<file path="src/rtl/pipe_pkg.sv">
// -----------------------------------------------------------------------------
// pipe_pkg
//  Shared definitions for the pipeline stage buffers.
//  - NOP_WORD     : the instruction word a bubble carries in each lane
//  - buf_state_e  : occupancy state of a stage buffer, encoded as {skid_v, main_v}
//  - DEF_LANES and lane index names for the standard stage payload layout
// -----------------------------------------------------------------------------
package pipe_pkg;

   localparam logic [31:0] NOP_WORD = 32'h0;

   // Standard payload: imm32, rs, rt, PC, instr (lane k = data[k*W +: W])
   localparam int DEF_LANES = 5;
   localparam int LANE_IMM  = 0;
   localparam int LANE_RS   = 1;
   localparam int LANE_RT   = 2;
   localparam int LANE_PC   = 3;
   localparam int LANE_INS  = 4;

   // Bit 1 = skid entry valid, bit 0 = main entry valid.
   // {1,0} cannot occur: the skid entry only fills while main is held.
   typedef enum logic [1:0] {
      ST_EMPTY = 2'b00,
      ST_ONE   = 2'b01,
      ST_FULL  = 2'b11
   } buf_state_e;

   // True when the state encoding says the main register holds a live word.
   function automatic logic state_main_v(input buf_state_e s);
      return s[0];
   endfunction

   // True when the state encoding says the skid register holds a live word.
   function automatic logic state_skid_v(input buf_state_e s);
      return s[1];
   endfunction

endpackage : pipe_pkg

</file>
<file path="src/rtl/pipe_sat_cnt.sv">
// -----------------------------------------------------------------------------
// pipe_sat_cnt
//  CNT_W-wide up-counter that sticks at all-ones instead of wrapping.
//  Ports:
//   clk    in   rising-edge clock
//   reset  in   synchronous active-high clear (wins over inc)
//   inc    in   count this cycle
//   cnt    out  current count
// -----------------------------------------------------------------------------
module pipe_sat_cnt #(
   parameter int CNT_W = 32
) (
   input  logic             clk,
   input  logic             reset,
   input  logic             inc,
   output logic [CNT_W-1:0] cnt
);

   logic [CNT_W-1:0] cnt_q;
   logic [CNT_W-1:0] cnt_d;

   always_comb begin
      cnt_d = cnt_q;
      if (inc && (cnt_q != {CNT_W{1'b1}})) begin
         cnt_d = cnt_q + CNT_W'(1);
      end
   end

   always_ff @(posedge clk) begin
      if (reset) begin
         cnt_q <= '0;
      end else begin
         cnt_q <= cnt_d;
      end
   end

   assign cnt = cnt_q;

endmodule : pipe_sat_cnt

</file>
<file path="src/rtl/pipe_stage_buf.sv">
// -----------------------------------------------------------------------------
// pipe_stage_buf
//  Elastic register between two CPU pipeline stages. Carries LANES payload
//  words of W bits under a valid/ready handshake. A main register drives the
//  output and a one-word skid register absorbs the word that arrives in the
//  cycle downstream stalls, so in_ready can come straight from a flop.
//  flush turns the stage into a bubble (all-zero payload = NOP).
//
//  Build option: define PIPE_PERF_CNT_EN to build the stall/bubble performance
//  counters; otherwise stall_cnt and bubble_cnt are tied to 0.
//
//  Ports:
//   clk         in   rising-edge clock
//   reset       in   synchronous active-high reset
//   flush       in   kill stage contents this cycle
//   in_valid    in   upstream offers in_data
//   in_ready    out  stage can accept (registered)
//   in_data     in   W*LANES payload, lane k = in_data[k*W +: W]
//   out_valid   out  out_data is live
//   out_ready   in   downstream consumes this cycle
//   out_data    out  W*LANES payload, zero whenever out_valid == 0
//   stall_cnt   out  cycles with out_valid && !out_ready (saturating)
//   bubble_cnt  out  cycles with !out_valid (saturating)
//
//  state     | meaning
//  ----------+---------------------------------------------------------------
//  ST_EMPTY  | nothing held, out_valid=0, in_ready=1
//  ST_ONE    | main holds the output word, skid empty, in_ready=1
//  ST_FULL   | main holds output, skid holds the next word, in_ready=0
// -----------------------------------------------------------------------------
module pipe_stage_buf
   import pipe_pkg::*;
#(
   parameter int W     = 32,
   parameter int LANES = DEF_LANES,
   parameter int CNT_W = 32
) (
   input  logic               clk,
   input  logic               reset,
   input  logic               flush,
   input  logic               in_valid,
   output logic               in_ready,
   input  logic [W*LANES-1:0] in_data,
   output logic               out_valid,
   input  logic               out_ready,
   output logic [W*LANES-1:0] out_data,
   output logic [CNT_W-1:0]   stall_cnt,
   output logic [CNT_W-1:0]   bubble_cnt
);

   localparam int DW = W * LANES;

   // Every lane of a bubble carries the NOP instruction word.
   localparam logic [DW-1:0] NOP_PAYLOAD = {LANES{W'(NOP_WORD)}};

   buf_state_e    state_q;
   buf_state_e    state_d;
   logic [DW-1:0] main_data_q;
   logic [DW-1:0] main_data_d;
   logic [DW-1:0] skid_data_q;
   logic [DW-1:0] skid_data_d;
   logic          in_ready_q;
   logic          in_ready_d;

   logic          accept;
   logic          consume;

   assign accept  = in_valid && in_ready_q;
   assign consume = state_main_v(state_q) && out_ready;

   // State register. Reset wins over flush and everything else.
   always_ff @(posedge clk) begin
      if (reset) begin
         state_q     <= ST_EMPTY;
         main_data_q <= NOP_PAYLOAD;
         skid_data_q <= NOP_PAYLOAD;
         in_ready_q  <= 1'b1;
      end else begin
         state_q     <= state_d;
         main_data_q <= main_data_d;
         skid_data_q <= skid_data_d;
         in_ready_q  <= in_ready_d;
      end
   end

   // Next-state logic.
   always_comb begin
      state_d = state_q;
      if (flush) begin
         state_d = ST_EMPTY;
      end else begin
         case (state_q)
            ST_EMPTY: begin
               if (accept) state_d = ST_ONE;
            end
            ST_ONE: begin
               if (accept && !consume)      state_d = ST_FULL;
               else if (consume && !accept) state_d = ST_EMPTY;
            end
            ST_FULL: begin
               // in_ready is low here, so accept cannot happen.
               if (consume) state_d = ST_ONE;
            end
            default: state_d = ST_EMPTY;
         endcase
      end
   end

   // Datapath and ready. Whole payload moves as one unit; main is zeroed
   // whenever it goes empty so out_data reads as NOP while out_valid is low.
   always_comb begin
      main_data_d = main_data_q;
      skid_data_d = skid_data_q;
      if (flush) begin
         main_data_d = NOP_PAYLOAD;
         skid_data_d = NOP_PAYLOAD;
      end else begin
         case (state_q)
            ST_EMPTY: begin
               if (accept) main_data_d = in_data;
            end
            ST_ONE: begin
               if (accept && consume)  main_data_d = in_data;
               else if (accept)        skid_data_d = in_data;
               else if (consume)       main_data_d = NOP_PAYLOAD;
            end
            ST_FULL: begin
               // Older skid word advances before any newer input.
               if (consume) begin
                  main_data_d = skid_data_q;
                  skid_data_d = NOP_PAYLOAD;
               end
            end
            default: begin
               main_data_d = NOP_PAYLOAD;
               skid_data_d = NOP_PAYLOAD;
            end
         endcase
      end
      // Registered ready: low exactly while the skid entry will be occupied.
      in_ready_d = !state_skid_v(state_d);
   end

   assign in_ready  = in_ready_q;
   assign out_valid = state_main_v(state_q);
   assign out_data  = main_data_q;

`ifdef PIPE_PERF_CNT_EN
   pipe_sat_cnt #(.CNT_W(CNT_W)) u_stall_cnt (
      .clk   (clk),
      .reset (reset),
      .inc   (out_valid && !out_ready),
      .cnt   (stall_cnt)
   );

   pipe_sat_cnt #(.CNT_W(CNT_W)) u_bubble_cnt (
      .clk   (clk),
      .reset (reset),
      .inc   (!out_valid),
      .cnt   (bubble_cnt)
   );
`else
   assign stall_cnt  = '0;
   assign bubble_cnt = '0;
`endif

endmodule : pipe_stage_buf

</file>
<file path="config.mk">
export PLATFORM = sky130hd
export DESIGN_NAME = pipe_stage_buf
export DESIGN_NICKNAME = d
export VERILOG_FILES = /design/src/rtl/pipe_pkg.sv /design/src/rtl/pipe_sat_cnt.sv /design/src/rtl/pipe_stage_buf.sv
export SDC_FILE = /design/constraint.sdc
export NUM_CORES = 1
export LEC_CHECK = 0
export CAP_MARGIN = 10
export CORE_MARGIN = 4
export CORE_UTILIZATION = 40
export CTS_CLUSTER_SIZE = 16
export DETAILED_ROUTE_END_ITERATION = 6
export DONT_BUFFER_PORTS = 1
export PLACE_DENSITY = 0.51
export SYNTH_ARGS = -nofsm -noshare
export SYNTH_HDL_FRONTEND = slang
export SYNTH_SLANG_ARGS = --single-unit
</file>
<file path="constraint.sdc">
create_clock -name clk -period 2.9 [get_ports clk]
set_input_delay 0.58 -clock clk [delete_from_list [all_inputs] [get_ports clk]]
set_output_delay 0.58 -clock clk [all_outputs]
set_load 0.01 [all_outputs]
</file>
==> flow_summary_export.csv <==
group,metric,value,unit
outcome,status,"finished clean",
clocking,insertion_delay,0.54,ns
synth,synth-simple-area-share,0.2301,
clocking,cts.repair.resized,0,
global_route,overflow,0,
timing,hold_violations,0,
floorplanning,die_h,203.0,um
clocking,hold_buffers,0,
synth,syn-instance-count,1918,
finish,fin_nets,1932,
clocking,cts_tree,"yes",
floorplanning,die-area,41230,um2
finish,n_fill_cell,3714,
timing,period_needed,2.325,ns
global_route,grt_pass1_wl,79.83,mm
finish,drive_gt1_frac,0.05853,
place,numPortBuffers,0,
timing,relSlewSlack,0.2850,
synth,async_flop_share,0,
floorplanning,rows,71,
power_and_ir_drop,p_per_area,610.4,nW/um2
synth,ys_seq_area_frac,0.4249,
timing,whs,0.1801,ns
timing,post-route-worst-setup-slack,0.5752,ns
timing,skew,0.01158,ns
drt,drc,0,
finish,area_growth_syn_to_layout,8.757,%
timing,max_freq,0.4301,GHz
drt,vias,13970,
drt,via_per_inst,6.060,
drt,firstDrtPassIters,5,
flow_run,drv_cap,0,
synth,synth_warnings,0,
drt,drt_wl_total,51.31,mm
floorplanning,initial_core_util,0.4050,
floorplanning,io_pins,391,
global_route,grt_pass1_vias,13220,
place,dpl_cell_area,15300,um2
timing,fin_tns_setup,0,ns
timing,slew_violations,0,
synth,yosysTopAreaCell,"dfxtp_1",
clocking,clockBufferDepth,3,
synth,synth.distinct_cells,24,
floorplanning,die_w,203.0,um
global_route,grtUsageTotal,0.2347,
global_route,antenna_found_initial,0,
clocking,numCtsBuffers,38,
clocking,cts.clk_slew.worst_paths,0.06,ns
finish,antennaDiodeCount,0,
synth,synth_top_family_by_area,"compound AO/OA/AOI/OAI gates",
synth,synth-edff-count,0,
floorplanning,core_area,37580,um2
power_and_ir_drop,p_leak,4.747,nW
place,place_hpwl,28.49,mm
clocking,clockRootBuffer,"clkbuf_16",
timing,fin_crit_sh,0.8017,
critical_path,worst_setup_path_end_kind,"register",
clocking,htree_num_levels,2,
synth,syn_area_per_cell,7.934,um2
clocking,cts_setup_buffers,0,
min_path,hold_class,"primary input to register",
finish,final_util,0.4404,
synth,syn_area,15220,um2
critical_path,crit_fanout,86,
clocking,clock_sinks,323,
critical_path,start_kind,"register",
synth,ys_seq_elements,323,
synth,netlist.area_leader.share,0.4249,
synth,synth-compound-area-share,0.2509,
drt,drtIter0Drc,957,
timing,setup_viol,0,
drt,ant_nets,0,
critical_path,path_class,"register to register",
drt,wire_per_inst,22.26,um
critical_path,worstPathArrival,2.72,ns
synth,synthFlopType,"dfxtp_1",
power_and_ir_drop,ir_drop,0.3390,mV
global_route,grt_max_degree,134,
finish,post-route-cell-area,16550,um2
place,dp_worst_setup_slack,0.5779,ns
timing,tightest_slew,1.072,ns
critical_path,worstPathRequired,3.30,ns
synth,yosys-top-cells-area,"dfxtp_1 (42%), a21oi_1 (16%), nand3_1 (11%)",
timing,rsz0062_at_grt,"no",
synth,muxShareOfSynthArea,0,
synth,synth_xor_area_frac,0,
place,place_congestion,0.7655,
synth,synth_adder_area_share,0,
-- sequential cells by signal (all words and copies together) (netlist names) --
register     count
state_q          2
in_ready         1
out_data       160
skid_data_q    160
-- metrics by stage --
step	power, mW	instances
2_1_floorplan	5.272	1981
3_3_place_gp	5.418	2238
3_5_place_dp	5.426	2238
4_1_cts	10.24	2305
5_1_grt	10.48	2305
6_report	10.10	2305
-- placed cells by master, fill, tap and decap left out, types with 2 or more instances in the layout --
master,netlist,routed
a21oi_1,479,479
nand3_1,322,322
dfxtp_1,323,322
nor3b_1,159,159
nand2_1,160,159
o32ai_1,159,159
conb_1,1,64
clkbuf_16,0,41
buf_12,0,22
buf_4,65,18
clkbuf_1,146,13
clkbuf_8,0,12
nor2_1,5,4
nor3_4,1,2
nand2b_1,2,2
o21ai_0,2,2
inv_1,2,2
-- logic make-up (layout without fill, tap and decap cells) --
family	after synthesis	after routing
and+or+nand+nor	656	656
AOI/OAI and AO/OA	642	642
other	1	64
buffers and inverters	296	109
DFF	323	323
-- worst paths after layout --
| check | startpoint | end | slack (ns) | depth (start not counted) |
|---|---|---|---|---|
| worst max register to register | state_q[0] | skid_data_q[77] | 0.58 | 5 |
| worst max-delay path | state_q[0] | skid_data_q[77] | 0.58 | 5 |
| worst min register to register | skid_data_q[137] | skid_data_q[137] | 0.47 | 2 |
| worst min-delay path | in_data[52] | skid_data_q[52] | 0.18 | 2 |
-- cell usage after synthesis, types with 5 or more instances --
cell / n
a21oi_1: 479
buf_1: 24
buf_2: 59
buf_4: 65
clkbuf_1: 146
dfxtp_1: 323
nand2_1: 160
nand3_1: 322
nor2_1: 5
nor3b_1: 159
o32ai_1: 159
-- power breakdown --
group | total (mW) | switching (mW) | leakage, nW | internal (mW)
Clock | 4.77 | 1.89 | 0.611 | 2.88
Combinational | 0.809 | 0.553 | 1.53 | 0.256
Sequential | 4.52 | 0.0484 | 2.61 | 4.47
-- metal layers --
layer	up-vias	wire (um)	GRT usage
met2	512	23660	0.3722
met1	6788	21310	0.3042
met3	59	5313	0.08433
met5	-	0	0
met4	0	1029	0.06480
li1	6610	-	-
-- area by class of cell --
type                    count  area [um2]  area share
well taps                 511       639.4     0.03863
inverters                   2       7.507   0.0004536
clock inverters             1       5.005   0.0003024
multi-input cells        1362        7612      0.4600
repair buffers             40       575.6     0.03478
clock buffers              66        1240     0.07492
flip-flops and latches    323        6470      0.3909
-- worst max-delay path: stages, from the launching register on --
cell and delay, ns:
dfxtp_1 0.61, nand2b_1 0.30, or3_4 0.44, buf_4 0.40
nand3_1 0.24, a21oi_1 0.08
No activity file was read; power rests on OpenSTA's default activity.
